==> src/rtl/rv_regfile_mp_sb_pkg.sv <==
`default_nettype none
// ============================================================================
//  Module   : rv_regfile_pkg
//  Purpose  : Shared types and constants for the multi-port register file
//             with pending-write scoreboard (address width, RV32E/RV32I
//             register counts, address legality helper).
//  Ports    : none (package)
//  Revision : 1.0  initial release
// ============================================================================
package rv_regfile_pkg;

  localparam int REG_ADDR_W  = 5;
  localparam int RV32E_NREGS = 16;
  localparam int RV32I_NREGS = 32;

  typedef logic [REG_ADDR_W-1:0] reg_addr_t;

  // An address is legal when it names an implemented architectural register.
  function automatic logic is_legal(input reg_addr_t addr, input int nregs);
    return (int'(addr) < nregs);
  endfunction

endpackage
`default_nettype wire

==> src/rtl/rv_regfile_mp_sb_if.sv <==
`default_nettype none
// ============================================================================
//  Module   : rv_regfile_mp_sb_if
//  Purpose  : Decode/issue/writeback bundle of the register file.
//  Ports    : rs_addr/rs_data/rs_busy   read ports (packed, port i at slice i)
//             iss_valid/iss_rd          issue of a destination register
//             wb_valid/wb_addr/wb_data  writeback ports (packed)
//             err_illegal               registered illegal-address pulse
//             master = decode/writeback side, slave = register file
//  Revision : 1.0  initial release
// ============================================================================
interface rv_regfile_mp_sb_if
  import rv_regfile_pkg::*;
#(
  parameter int XLEN = 32,
  parameter int NRP  = 2,
  parameter int NWP  = 2
);
  logic [NRP*REG_ADDR_W-1:0] rs_addr;
  logic [NRP*XLEN-1:0]       rs_data;
  logic [NRP-1:0]            rs_busy;
  logic                      iss_valid;
  reg_addr_t                 iss_rd;
  logic [NWP-1:0]            wb_valid;
  logic [NWP*REG_ADDR_W-1:0] wb_addr;
  logic [NWP*XLEN-1:0]       wb_data;
  logic                      err_illegal;

  modport master (
    output rs_addr, iss_valid, iss_rd, wb_valid, wb_addr, wb_data,
    input  rs_data, rs_busy, err_illegal
  );

  modport slave (
    input  rs_addr, iss_valid, iss_rd, wb_valid, wb_addr, wb_data,
    output rs_data, rs_busy, err_illegal
  );
endinterface
`default_nettype wire

==> src/rtl/rv_regfile_mp_sb_scoreboard.sv <==
`default_nettype none
// ============================================================================
//  Module   : rv_regfile_scoreboard
//  Purpose  : Per-register busy (pending write) tracking. Issue sets, any
//             writeback clears, issue wins when both hit the same register.
//             Busy lookup per read port.
//  Ports    : clk, rst_n (async, active-low)
//             iss_valid, iss_rd          set request
//             wb_valid, wb_addr          clear requests
//             rs_addr -> rs_busy         combinational busy lookup
//  Config   : REGFILE_BYPASS_EN hides busy of registers cleared this cycle
//  Revision : 1.0  initial release
// ============================================================================
module rv_regfile_scoreboard
  import rv_regfile_pkg::*;
#(
  parameter int NREGS = 32,
  parameter int NRP   = 2,
  parameter int NWP   = 2
) (
  input  wire logic                      clk,
  input  wire logic                      rst_n,
  input  wire logic                      iss_valid,
  input  wire reg_addr_t                 iss_rd,
  input  wire logic [NWP-1:0]            wb_valid,
  input  wire logic [NWP*REG_ADDR_W-1:0] wb_addr,
  input  wire logic [NRP*REG_ADDR_W-1:0] rs_addr,
  output logic [NRP-1:0]                 rs_busy
);

  logic [NREGS-1:0] r_busy;
  logic [NREGS-1:0] w_set;
  logic [NREGS-1:0] w_clr;
  logic [NREGS-1:0] w_view;

  // Decoding against every implemented register (from x1 up) keeps x0 and
  // out-of-range addresses from ever touching the busy vector.
  always_comb begin
    w_set = '0;
    w_clr = '0;
    for (int r = 1; r < NREGS; r++) begin
      w_set[r] = iss_valid && (iss_rd == REG_ADDR_W'(r));
      for (int p = 0; p < NWP; p++) begin
        if (wb_valid[p] && (wb_addr[p*REG_ADDR_W +: REG_ADDR_W] == REG_ADDR_W'(r))) begin
          w_clr[r] = 1'b1;
        end
      end
    end
  end

  // Set applied after clear: the issued instruction is younger.
  always_ff @(posedge clk or negedge rst_n) begin
    if (!rst_n) begin
      r_busy <= '0;
    end else begin
      r_busy <= (r_busy & ~w_clr) | w_set;
    end
  end

`ifdef REGFILE_BYPASS_EN
  assign w_view = r_busy & ~w_clr;
`else
  assign w_view = r_busy;
`endif

  always_comb begin
    rs_busy = '0;
    for (int p = 0; p < NRP; p++) begin
      for (int r = 1; r < NREGS; r++) begin
        if (rs_addr[p*REG_ADDR_W +: REG_ADDR_W] == REG_ADDR_W'(r)) begin
          rs_busy[p] = w_view[r];
        end
      end
    end
  end

endmodule
`default_nettype wire

==> src/rtl/rv_regfile_mp_sb.sv <==
`default_nettype none
// ============================================================================
//  Module   : rv_regfile_mp_sb
//  Purpose  : Parametrised multi-port integer register file (RV32E/RV32I)
//             with pending-write scoreboard and illegal-address flag.
//  Ports    : clk            clock, all state on posedge
//             rst_n          asynchronous active-low reset
//             bus (slave)    read ports, issue, writeback ports, err_illegal
//  Params   : XLEN, NREGS (16|32), NRP (1..4), NWP (1..2, higher idx wins)
//  Config   : REGFILE_BYPASS_EN - combinational write-through from the
//             writeback ports to the read ports
//  Revision : 1.0  initial release
// ============================================================================
module rv_regfile_mp_sb
  import rv_regfile_pkg::*;
#(
  parameter int XLEN  = 32,
  parameter int NREGS = RV32I_NREGS,
  parameter int NRP   = 2,
  parameter int NWP   = 2
) (
  input  wire logic              clk,
  input  wire logic              rst_n,
  rv_regfile_mp_sb_if.slave      bus
);

  logic [XLEN-1:0]     r_regs [NREGS];
  logic [NRP*XLEN-1:0] w_rs_data;
  logic                w_illegal;
  logic                r_err;

  // Storage. Ports are visited in ascending order so the highest-index
  // valid port has the last say on a shared address. x0 is never written.
  always_ff @(posedge clk or negedge rst_n) begin
    if (!rst_n) begin
      for (int r = 0; r < NREGS; r++) begin
        r_regs[r] <= '0;
      end
    end else begin
      for (int r = 1; r < NREGS; r++) begin
        for (int p = 0; p < NWP; p++) begin
          if (bus.wb_valid[p] &&
              (bus.wb_addr[p*REG_ADDR_W +: REG_ADDR_W] == REG_ADDR_W'(r))) begin
            r_regs[r] <= bus.wb_data[p*XLEN +: XLEN];
          end
        end
      end
    end
  end

  // Read mux; x0 and out-of-range addresses fall through to zero.
  always_comb begin
    w_rs_data = '0;
    for (int p = 0; p < NRP; p++) begin
      for (int r = 1; r < NREGS; r++) begin
        if (bus.rs_addr[p*REG_ADDR_W +: REG_ADDR_W] == REG_ADDR_W'(r)) begin
          w_rs_data[p*XLEN +: XLEN] = r_regs[r];
`ifdef REGFILE_BYPASS_EN
          // Forwarding is gated by rst_n so reads stay zero during reset.
          for (int q = 0; q < NWP; q++) begin
            if (rst_n && bus.wb_valid[q] &&
                (bus.wb_addr[q*REG_ADDR_W +: REG_ADDR_W] == REG_ADDR_W'(r))) begin
              w_rs_data[p*XLEN +: XLEN] = bus.wb_data[q*XLEN +: XLEN];
            end
          end
`endif
        end
      end
    end
  end

  assign bus.rs_data = w_rs_data;

  rv_regfile_scoreboard #(
    .NREGS (NREGS),
    .NRP   (NRP),
    .NWP   (NWP)
  ) u_scoreboard (
    .clk       (clk),
    .rst_n     (rst_n),
    .iss_valid (bus.iss_valid),
    .iss_rd    (bus.iss_rd),
    .wb_valid  (bus.wb_valid),
    .wb_addr   (bus.wb_addr),
    .rs_addr   (bus.rs_addr),
    .rs_busy   (bus.rs_busy)
  );

  // Read addresses are always live, so any out-of-range read flags; issue
  // and writeback addresses only count when their valid is asserted.
  always_comb begin
    w_illegal = bus.iss_valid && !is_legal(bus.iss_rd, NREGS);
    for (int p = 0; p < NRP; p++) begin
      if (!is_legal(bus.rs_addr[p*REG_ADDR_W +: REG_ADDR_W], NREGS)) begin
        w_illegal = 1'b1;
      end
    end
    for (int q = 0; q < NWP; q++) begin
      if (bus.wb_valid[q] && !is_legal(bus.wb_addr[q*REG_ADDR_W +: REG_ADDR_W], NREGS)) begin
        w_illegal = 1'b1;
      end
    end
  end

  always_ff @(posedge clk or negedge rst_n) begin
    if (!rst_n) begin
      r_err <= 1'b0;
    end else begin
      r_err <= w_illegal;
    end
  end

  assign bus.err_illegal = r_err;

endmodule
`default_nettype wire

==> src/flat_wrapper.sv <==
// flat-port wrapper written by rule: the top's interface ports become plain ports
module rv_regfile_mp_sb_flat import rv_regfile_pkg::*;
#(
  parameter int XLEN  = 32,
  parameter int NREGS = RV32I_NREGS,
  parameter int NRP   = 2,
  parameter int NWP   = 2
)
  (clk, rst_n, bus_rs_addr, bus_iss_valid, bus_iss_rd, bus_wb_valid, bus_wb_addr, bus_wb_data, bus_rs_data, bus_rs_busy, bus_err_illegal);
  rv_regfile_mp_sb_if #(.XLEN(XLEN), .NRP(NRP), .NWP(NWP)) bus_i ();
  input  wire logic clk;
  input  wire logic rst_n;
  input wire logic [$bits(bus_i.rs_addr)-1:0] bus_rs_addr;
  input wire logic [$bits(bus_i.iss_valid)-1:0] bus_iss_valid;
  input wire logic [$bits(bus_i.iss_rd)-1:0] bus_iss_rd;
  input wire logic [$bits(bus_i.wb_valid)-1:0] bus_wb_valid;
  input wire logic [$bits(bus_i.wb_addr)-1:0] bus_wb_addr;
  input wire logic [$bits(bus_i.wb_data)-1:0] bus_wb_data;
  output wire logic [$bits(bus_i.rs_data)-1:0] bus_rs_data;
  output wire logic [$bits(bus_i.rs_busy)-1:0] bus_rs_busy;
  output wire logic [$bits(bus_i.err_illegal)-1:0] bus_err_illegal;
  assign bus_i.rs_addr = bus_rs_addr;
  assign bus_i.iss_valid = bus_iss_valid;
  assign bus_i.iss_rd = bus_iss_rd;
  assign bus_i.wb_valid = bus_wb_valid;
  assign bus_i.wb_addr = bus_wb_addr;
  assign bus_i.wb_data = bus_wb_data;
  assign bus_rs_data = bus_i.rs_data;
  assign bus_rs_busy = bus_i.rs_busy;
  assign bus_err_illegal = bus_i.err_illegal;
  rv_regfile_mp_sb #(.XLEN(XLEN), .NREGS(NREGS), .NRP(NRP), .NWP(NWP)) u_core (.clk(clk), .rst_n(rst_n), .bus(bus_i));
endmodule
==> config.mk <==
export PLATFORM = sky130hd
export DESIGN_NAME = rv_regfile_mp_sb_flat
export DESIGN_NICKNAME = d
export VERILOG_FILES = /design/src/rtl/rv_regfile_mp_sb_pkg.sv /design/src/rtl/rv_regfile_mp_sb_if.sv /design/src/rtl/rv_regfile_mp_sb_scoreboard.sv /design/src/rtl/rv_regfile_mp_sb.sv /design/src/flat_wrapper.sv
export SDC_FILE = /design/constraint.sdc
export NUM_CORES = 2
export LEC_CHECK = 0
export BUFFER_PORTS_ARGS = -buffer_cell sky130_fd_sc_hd__buf_4
export CORE_ASPECT_RATIO = 1.5
export CORE_MARGIN = 5
export CORE_UTILIZATION = 50
export CTS_CLUSTER_DIAMETER = 200
export CTS_CLUSTER_SIZE = 25
export DETAILED_ROUTE_END_ITERATION = 10
export HOLD_SLACK_MARGIN = 0.08
export PLACE_DENSITY = 0.66
export SLEW_MARGIN = 20
export SYNTH_ARGS = -nofsm -noshare
export SYNTH_HDL_FRONTEND = slang
export SYNTH_SLANG_ARGS = --single-unit
==> constraint.sdc <==
create_clock -name clk -period 2.7 [get_ports clk]
set_clock_uncertainty 0.15 [all_clocks]
set_input_delay 0.135 -clock clk [delete_from_list [all_inputs] [get_ports clk]]
set_output_delay 0.135 -clock clk [all_outputs]
set_load 0.01 [all_outputs]
# Yosys cells after proc, flatten, opt, wreduce, memory -nomap -nowiden
# Index checks and enable logic that the tools add are counted.
[totals]
regBits = 1024
latch_bits = 0
mem_bits_rw = 0
mem_bits_ro = 0
in_bits = 94
output_inout_bits = 67
wordCells = 562
mem_count = 0
[op_classes]
n_addsub = 0
mul = 0
n_div = 0
order_cmp = 0
n_eq_ne = 155
shift = 0
muxes = 248
n_bitwise = 3
reduce_logical = 124
[ops]
columns = ["cell", "count"]
rows = [
  ["$mux W32", 124],
  ["$eq A5 B5 Y1 const B", 80],
  ["$eq A5 B4 Y1 const B", 40],
  ["$mux W1", 124],
  ["$eq A5 B3 Y1 const B", 20],
  ["$logic_and A1 B1 Y1", 93],
  ["$reduce_bool A2 Y1", 31],
  ["$eq A5 B2 Y1 const B", 10],
  ["$and A32 B32 Y32", 1],
  ["$not A32 Y32", 1],
  ["$or A32 B32 Y32", 1],
  ["$eq A5 B1 Y1 const B", 5],
]

# Longest topological paths before layout
[depth]
word_depth = 32
ltp_mapped = 11
depth_no_buf = 7

# Modules after synthesis
# Synthesis repeated with hierarchy kept, for this count alone.
[unflattened]
hier_cells = 7999
hier_area_um2 = 66943.0
[by_module_without_submodules]
columns = ["mod", "instances", "cells_per_inst", "area_each_um2", "seq_area_each_um2"]
rows = [
  ["rv_regfile_mp_sb", 1, 7720, 64526.9, 24823.8],
  ["rv_regfile_scoreboard", 1, 279, 2416.1, 775.7],
]

# Worst setup path before layout
# OpenSTA, ideal clock, no wires.
[synth_timing]
path_kind = "in2out"
start = "input bus_rs_addr[5]"
end = "output bus_rs_data[62]"
arrival_ns = 1.831
required_ns = 2.415
setup_slack_ns = 0.584
stages = 9
n_path_buf = 3
path_cell_list = "buf_4 buf_6 buf_4 or2_2 o32ai_1 o21ai_0 a211oi_1 o31ai_1 a211oi_1"
[synth_via]
elab_chain_cells = 32
elab_cells_between_ends = 62
cone_classes = "eq/ne: 31; mux: 31"
[synth_lines]
columns = ["item", "line", "source"]
rows = [
  ["start, declared", "flat_wrapper.sv:13", "input wire logic [$bits(bus_i.rs_addr)-1:0] bus_rs_addr;"],
  ["$eq A5 B1 Y1", "rv_regfile_mp_sb.sv:56", "if (bus.rs_addr[p*REG_ADDR_W +: REG_ADDR_W] == REG_ADDR_W'(r)) begin"],
  ["$mux W32 (30 in a row)", "rv_regfile_mp_sb.sv:56", ""],
  ["$mux W32 (*)", "rv_regfile_mp_sb.sv:56", ""],
  ["end, declared", "flat_wrapper.sv:19", "output wire logic [$bits(bus_i.rs_data)-1:0] bus_rs_data;"],
]
# Every way passes the cells marked *; elsewhere a longest branch is shown, timed or not.

# Worst setup path in the final report
[layout_timing]
start = "register u_core.r_regs[990] (netlist name)"
end = "output bus_rs_data[30]"
[layout_via]
elab_chain_cells = 31
[layout_lines]
columns = ["item", "line", "source"]
rows = [
  ["start, declared", "rv_regfile_mp_sb.sv:27", "logic [XLEN-1:0] r_regs [NREGS];"],
  ["start signal, assigned by index", "rv_regfile_mp_sb.sv:44", "r_regs[r] <= bus.wb_data[p*XLEN +: XLEN];"],
  ["$mux W32 (31 in a row)", "rv_regfile_mp_sb.sv:56", ""],
]
# No other way between the ends.

==> impl_results.html <==
<table>
<tr><th>Metric</th><th>Value</th></tr>
<tr><th colspan="2">Power</th></tr>
<tr><td>Final Total Pwr</td><td>a little under 50 mW</td></tr>
<tr><td>Power density over the cells</td><td>approximately 580 nW/um^2</td></tr>
<tr><td>Leakage dissipation</td><td>36.0 nW</td></tr>
<tr><td>Peak VDD IR</td><td>0.741 mV</td></tr>
<tr><th colspan="2">Worst hold path</th></tr>
<tr><td>Min-Delay Startpoint</td><td>bus_wb_addr[3]</td></tr>
<tr><td>Worst hold stages</td><td>6</td></tr>
<tr><td>Hold Path Class</td><td>in2reg</td></tr>
<tr><td>Terminating pin of the worst hold path</td><td>u_core.r_regs[197]$_DFFE_PN0P_</td></tr>
<tr><th colspan="2">Timing</th></tr>
<tr><td>Final-report hold violation count</td><td>0</td></tr>
<tr><td>Transition at the pin with the smallest max-transition slack</td><td>~1000 ps</td></tr>
<tr><td>Unrepaired setup endpoints after global routing</td><td>yes</td></tr>
<tr><td>Count of final setup violators</td><td>66</td></tr>
<tr><td>Summed negative setup slack over all endpoints</td><td>-15420 ps</td></tr>
<tr><td>Post-route minimum period</td><td>roughly 3300 ps</td></tr>
<tr><td>Portion of the clock cycle consumed by the worst path in the final layout</td><td>121%</td></tr>
<tr><td>Slew HR</td><td>just under 30%</td></tr>
<tr><td>Fin worst setup slack</td><td>-564 ps</td></tr>
<tr><td>Maximum operating frequency</td><td>0.306 GHz</td></tr>
<tr><td>Smallest hold slack</td><td>about 110 ps</td></tr>
<tr><td>Final Slew Violations</td><td>0</td></tr>
<tr><th colspan="2">Placed design</th></tr>
<tr><td>Inst Count DP</td><td>approximately 9800</td></tr>
<tr><td>Placed Area</td><td>76100 sq um</td></tr>
<tr><td>Number of input and output port buffers inserted</td><td>159</td></tr>
<tr><td>HPWL after DPL</td><td>approximately 270 mm</td></tr>
<tr><td>Pre-CTS setup slack</td><td>-684 ps</td></tr>
<tr><td>Final Wtd Congestion</td><td>roughly 1.1</td></tr>
<tr><th colspan="2">Critical path</th></tr>
<tr><td>Data required time at the worst endpoint</td><td>about 2400 ps</td></tr>
<tr><td>Worst setup SP type</td><td>register</td></tr>
<tr><td>Worst r2r dst</td><td>u_core.r_regs[639]$_DFFE_PN0P_</td></tr>
<tr><td>Reg2reg start</td><td>u_core.r_regs[639]$_DFFE_PN0P_</td></tr>
<tr><td>Largest driver fanout on the critical path</td><td>3</td></tr>
<tr><td>Kind of end point of the critical path</td><td>output port</td></tr>
<tr><td>Depth of the worst register-to-register path</td><td>4</td></tr>
<tr><td>Critical path class</td><td>reg2out</td></tr>
<tr><td>CP arrival</td><td>2980 ps</td></tr>
<tr><td>Slack of the worst reg-to-reg path</td><td>1110 ps</td></tr>
<tr><th colspan="2">Detailed routing</th></tr>
<tr><td>Total wire length</td><td>roughly 380 mm</td></tr>
<tr><td>Number of iterations in the first detailed-routing pass</td><td>10</td></tr>
<tr><td>Remaining DRCs</td><td>0</td></tr>
<tr><td>Detail-routed via count per cell</td><td>~7.2</td></tr>
<tr><td>Remaining antenna violation count after routing</td><td>0</td></tr>
<tr><td>Routed via count</td><td>between 70000 and 80000</td></tr>
<tr><td>Routed length per placed instance</td><td>37.7 um</td></tr>
<tr><td>Violation count after the first detailed-routing iteration</td><td>about 13000</td></tr>
<tr><th colspan="2">Synthesis</th></tr>
<tr><td>Post-synth design cell area</td><td>approximately 65000 sq um</td></tr>
<tr><td>EDFF count, synth</td><td>0</td></tr>
<tr><td>Cells after synthesis</td><td>around 7600</td></tr>
<tr><td>Cells taking the most area after synthesis</td><td>sky130_fd_sc_hd__dfrtp_1 (39%), sky130_fd_sc_hd__mux2i_1 (18%), sky130_fd_sc_hd__a21oi_1 (6.7%), sky130_fd_sc_hd__o21ai_0 (6.3%), sky130_fd_sc_hd__nor2_1 (5.0%)</td></tr>
<tr><td>Average instance area after synthesis</td><td>~8.6 sq um</td></tr>
<tr><td>Most common library cells after synthesis</td><td>sky130_fd_sc_hd__mux2i_1 (1173), sky130_fd_sc_hd__dfrtp_1 (1023), sky130_fd_sc_hd__a21oi_1 (880), sky130_fd_sc_hd__nor2_1 (861), sky130_fd_sc_hd__o21ai_0 (819)</td></tr>
<tr><td>Unique cell type count in the Yosys netlist</td><td>around 80</td></tr>
<tr><td>Top cell type by total area after synthesis</td><td>sky130_fd_sc_hd__dfrtp_1</td></tr>
<tr><td>Synthesis-stage register bit count</td><td>1023</td></tr>
<tr><td>Top cell type's share of synthesized area</td><td>roughly two fifths</td></tr>
<tr><td>Most instantiated flip-flop cell in the synthesis netlist</td><td>sky130_fd_sc_hd__dfrtp_1</td></tr>
<tr><td>Sequential area share after synthesis</td><td>about two fifths</td></tr>
<tr><td>Most common cell in the synthesized netlist</td><td>sky130_fd_sc_hd__mux2i_1</td></tr>
<tr><td>Syn. warnings</td><td>0</td></tr>
<tr><td>Net Count, Synth</td><td>between 7000 and 8000</td></tr>
<tr><td>Post-synthesis async set-or-reset flop share</td><td>between 90% and 100%</td></tr>
<tr><th colspan="2">Floorplanning</th></tr>
<tr><td>Die span in x</td><td>305 um</td></tr>
<tr><td>Initial Utilization</td><td>50.2%</td></tr>
<tr><td>Top Ports</td><td>about 160</td></tr>
<tr><td>Overall die area</td><td>between 100000 and 150000 sq um</td></tr>
<tr><td>Core ar.</td><td>130000 sq um</td></tr>
<tr><td>Die outline height</td><td>approximately 450 um</td></tr>
<tr><td>Row count</td><td>roughly 160</td></tr>
<tr><th colspan="2">Clock network</th></tr>
<tr><td>Longest Clk Path Bufs</td><td>3</td></tr>
<tr><td>Sinks on the clock net</td><td>between 1000 and 1500</td></tr>
<tr><td>H-tree depth reported by CTS</td><td>2</td></tr>
<tr><td>Clk pin slew, worst setup/hold paths</td><td>approximately 110 ps</td></tr>
<tr><td>Clock root buffer master</td><td>sky130_fd_sc_hd__clkbuf_16</td></tr>
<tr><td>CTS buffer count</td><td>46</td></tr>
<tr><td>TritonCTS clock tree</td><td>yes</td></tr>
<tr><td>Worst-skew pair later-pin latency</td><td>around 740 ps</td></tr>
<tr><th colspan="2">Finish</th></tr>
<tr><td>Area of the multi-input gates</td><td>a little under 40000 sq um</td></tr>
<tr><td>Area taken by flip-flops and latches</td><td>25600 sq um</td></tr>
<tr><td>Final core area utilization</td><td>between 60% and 70%</td></tr>
<tr><td>Share of layout cells above drive strength 1</td><td>about a quarter</td></tr>
<tr><td>Number of fillers in the final layout</td><td>about 11000</td></tr>
<tr><td>Growth of design area from synthesis to finish</td><td>26.5%</td></tr>
<tr><td>Final design area excluding fillers</td><td>a little over 80000 sq um</td></tr>
<tr><td>Final instance count without filler cells</td><td>~10000</td></tr>
<tr><td>Final net count</td><td>~8400</td></tr>
<tr><th colspan="2">Global route</th></tr>
<tr><td>Gr ovfl total</td><td>0</td></tr>
<tr><td>Initial antenna violation count</td><td>18</td></tr>
<tr><td>Vias in the first global route</td><td>~69000</td></tr>
<tr><td>Maximum number of pins on one net before global-route repair</td><td>66</td></tr>
<tr><td>Overall global routing resource usage</td><td>between 50% and 60%</td></tr>
<tr><td>First-pass GRT wire length</td><td>around 530 mm</td></tr>
<tr><th colspan="2">Run</th></tr>
<tr><td>Count of maximum capacitance violations</td><td>0</td></tr>
<tr><th colspan="2">Status</th></tr>
<tr><td>Failing checks</td><td>setup timing</td></tr>
<tr><td>Status</td><td>finished, violations left</td></tr>
</table>
==> registers in the layout, indices dropped and copies added, names as in the netlist <==
register and flops:
u_core.r_regs 992, u_core.u_scoreboard.r_busy 31
==> repair_timing <==
action | 4_1_cts | 5_1_grt
buffers inserted | 102 | 25
resized for setup | 543 | 132
hold buffers | 123 | 0
pin swaps | 230 | 167
endpoints found under the setup margin | 66 | 72
endpoints found under the hold margin | 2046 | 0
cloned | 1 | 4
==> cell families after synthesis <==
group | synth area share (%)
other | 0.00575
AOI/OAI and AO/OA | 23.8
buffers and inverters | 5.55
and+or+nand+nor | 12.3
muxes | 19.2
DFF | 39.2
==> cell type report <==
class	instances	share of cell area, %
antenna	13	0.0394
clock buffer	48	1.44
clock inverter	2	0.0349
inverter	19	0.0864
multi-input combinational	5752	47.4
sequential	1023	31.0
tap	1722	2.61
timing repair buffer	1477	17.3
==> per-layer routing <==
metal / share of wire [%] / routed length, um / GRT usage (%) / up-vias
met5: 0.014 / 53 / 0 / -
met3: 13 / 47800 / 13.7 / 2101
met1: 34 / 129000 / 63.5 / 34600
li1: - / - / - / 29000
met4: 12 / 43700 / 43.1 / 4
met2: 42 / 159000 / 78.1 / 6660
==> report_power, final <==
| group | total [mW] | switching (mW) | internal (mW) |
|---|---|---|---|
| sequential | 24.1 | 4.71 | 19.4 |
| clock | 8.84 | 5.65 | 3.19 |
| combinational | 15.3 | 8.35 | 6.92 |
==> cell usage in the layout, fill, tap and decap left out, drive strengths merged, types with 56 or more instances in the layout <==
| cell type | count |
|---|---|
| a21oi | 880 |
| a221oi | 71 |
| a22oi | 85 |
| buf | 1351 |
| dfrtp | 1023 |
| dlygate4sd3 | 121 |
| mux2i | 1173 |
| nand2 | 757 |
| nor2 | 872 |
| nor3 | 63 |
| o21ai | 824 |
| o221ai | 56 |
| o22ai | 218 |
==> worst max-delay path, cell delays in order, from the launching register on <==
cell and delay [ps]:
sky130_fd_sc_hd__dfrtp_2 510, sky130_fd_sc_hd__mux2i_4 280, sky130_fd_sc_hd__nor4_2 60, sky130_fd_sc_hd__o32a_1 370
sky130_fd_sc_hd__nor3_4 260, sky130_fd_sc_hd__buf_6 170, sky130_fd_sc_hd__nor4_4 50, sky130_fd_sc_hd__o21ai_1 150
sky130_fd_sc_hd__buf_4 150, sky130_fd_sc_hd__o31ai_4 80, sky130_fd_sc_hd__buf_4 160
==> how the worst max path moves through the flow <==
stage	start	end	slack, ps	cells after the start
CTS	u_core.r_regs[888]$_DFFE_PN0P_	bus_rs_data[56]	-470	10
global placement	bus_rs_addr[9]	bus_rs_data[61]	-760	12
detailed placement	bus_rs_addr[9]	bus_rs_data[61]	-680	12
floorplan	bus_rs_addr[5]	bus_rs_data[62]	580	9
global route	u_core.r_regs[990]$_DFFE_PN0P_	bus_rs_data[30]	-540	10
finish	u_core.r_regs[990]$_DFFE_PN0P_	bus_rs_data[30]	-560	10
Power figures use the tool's default switching activity.
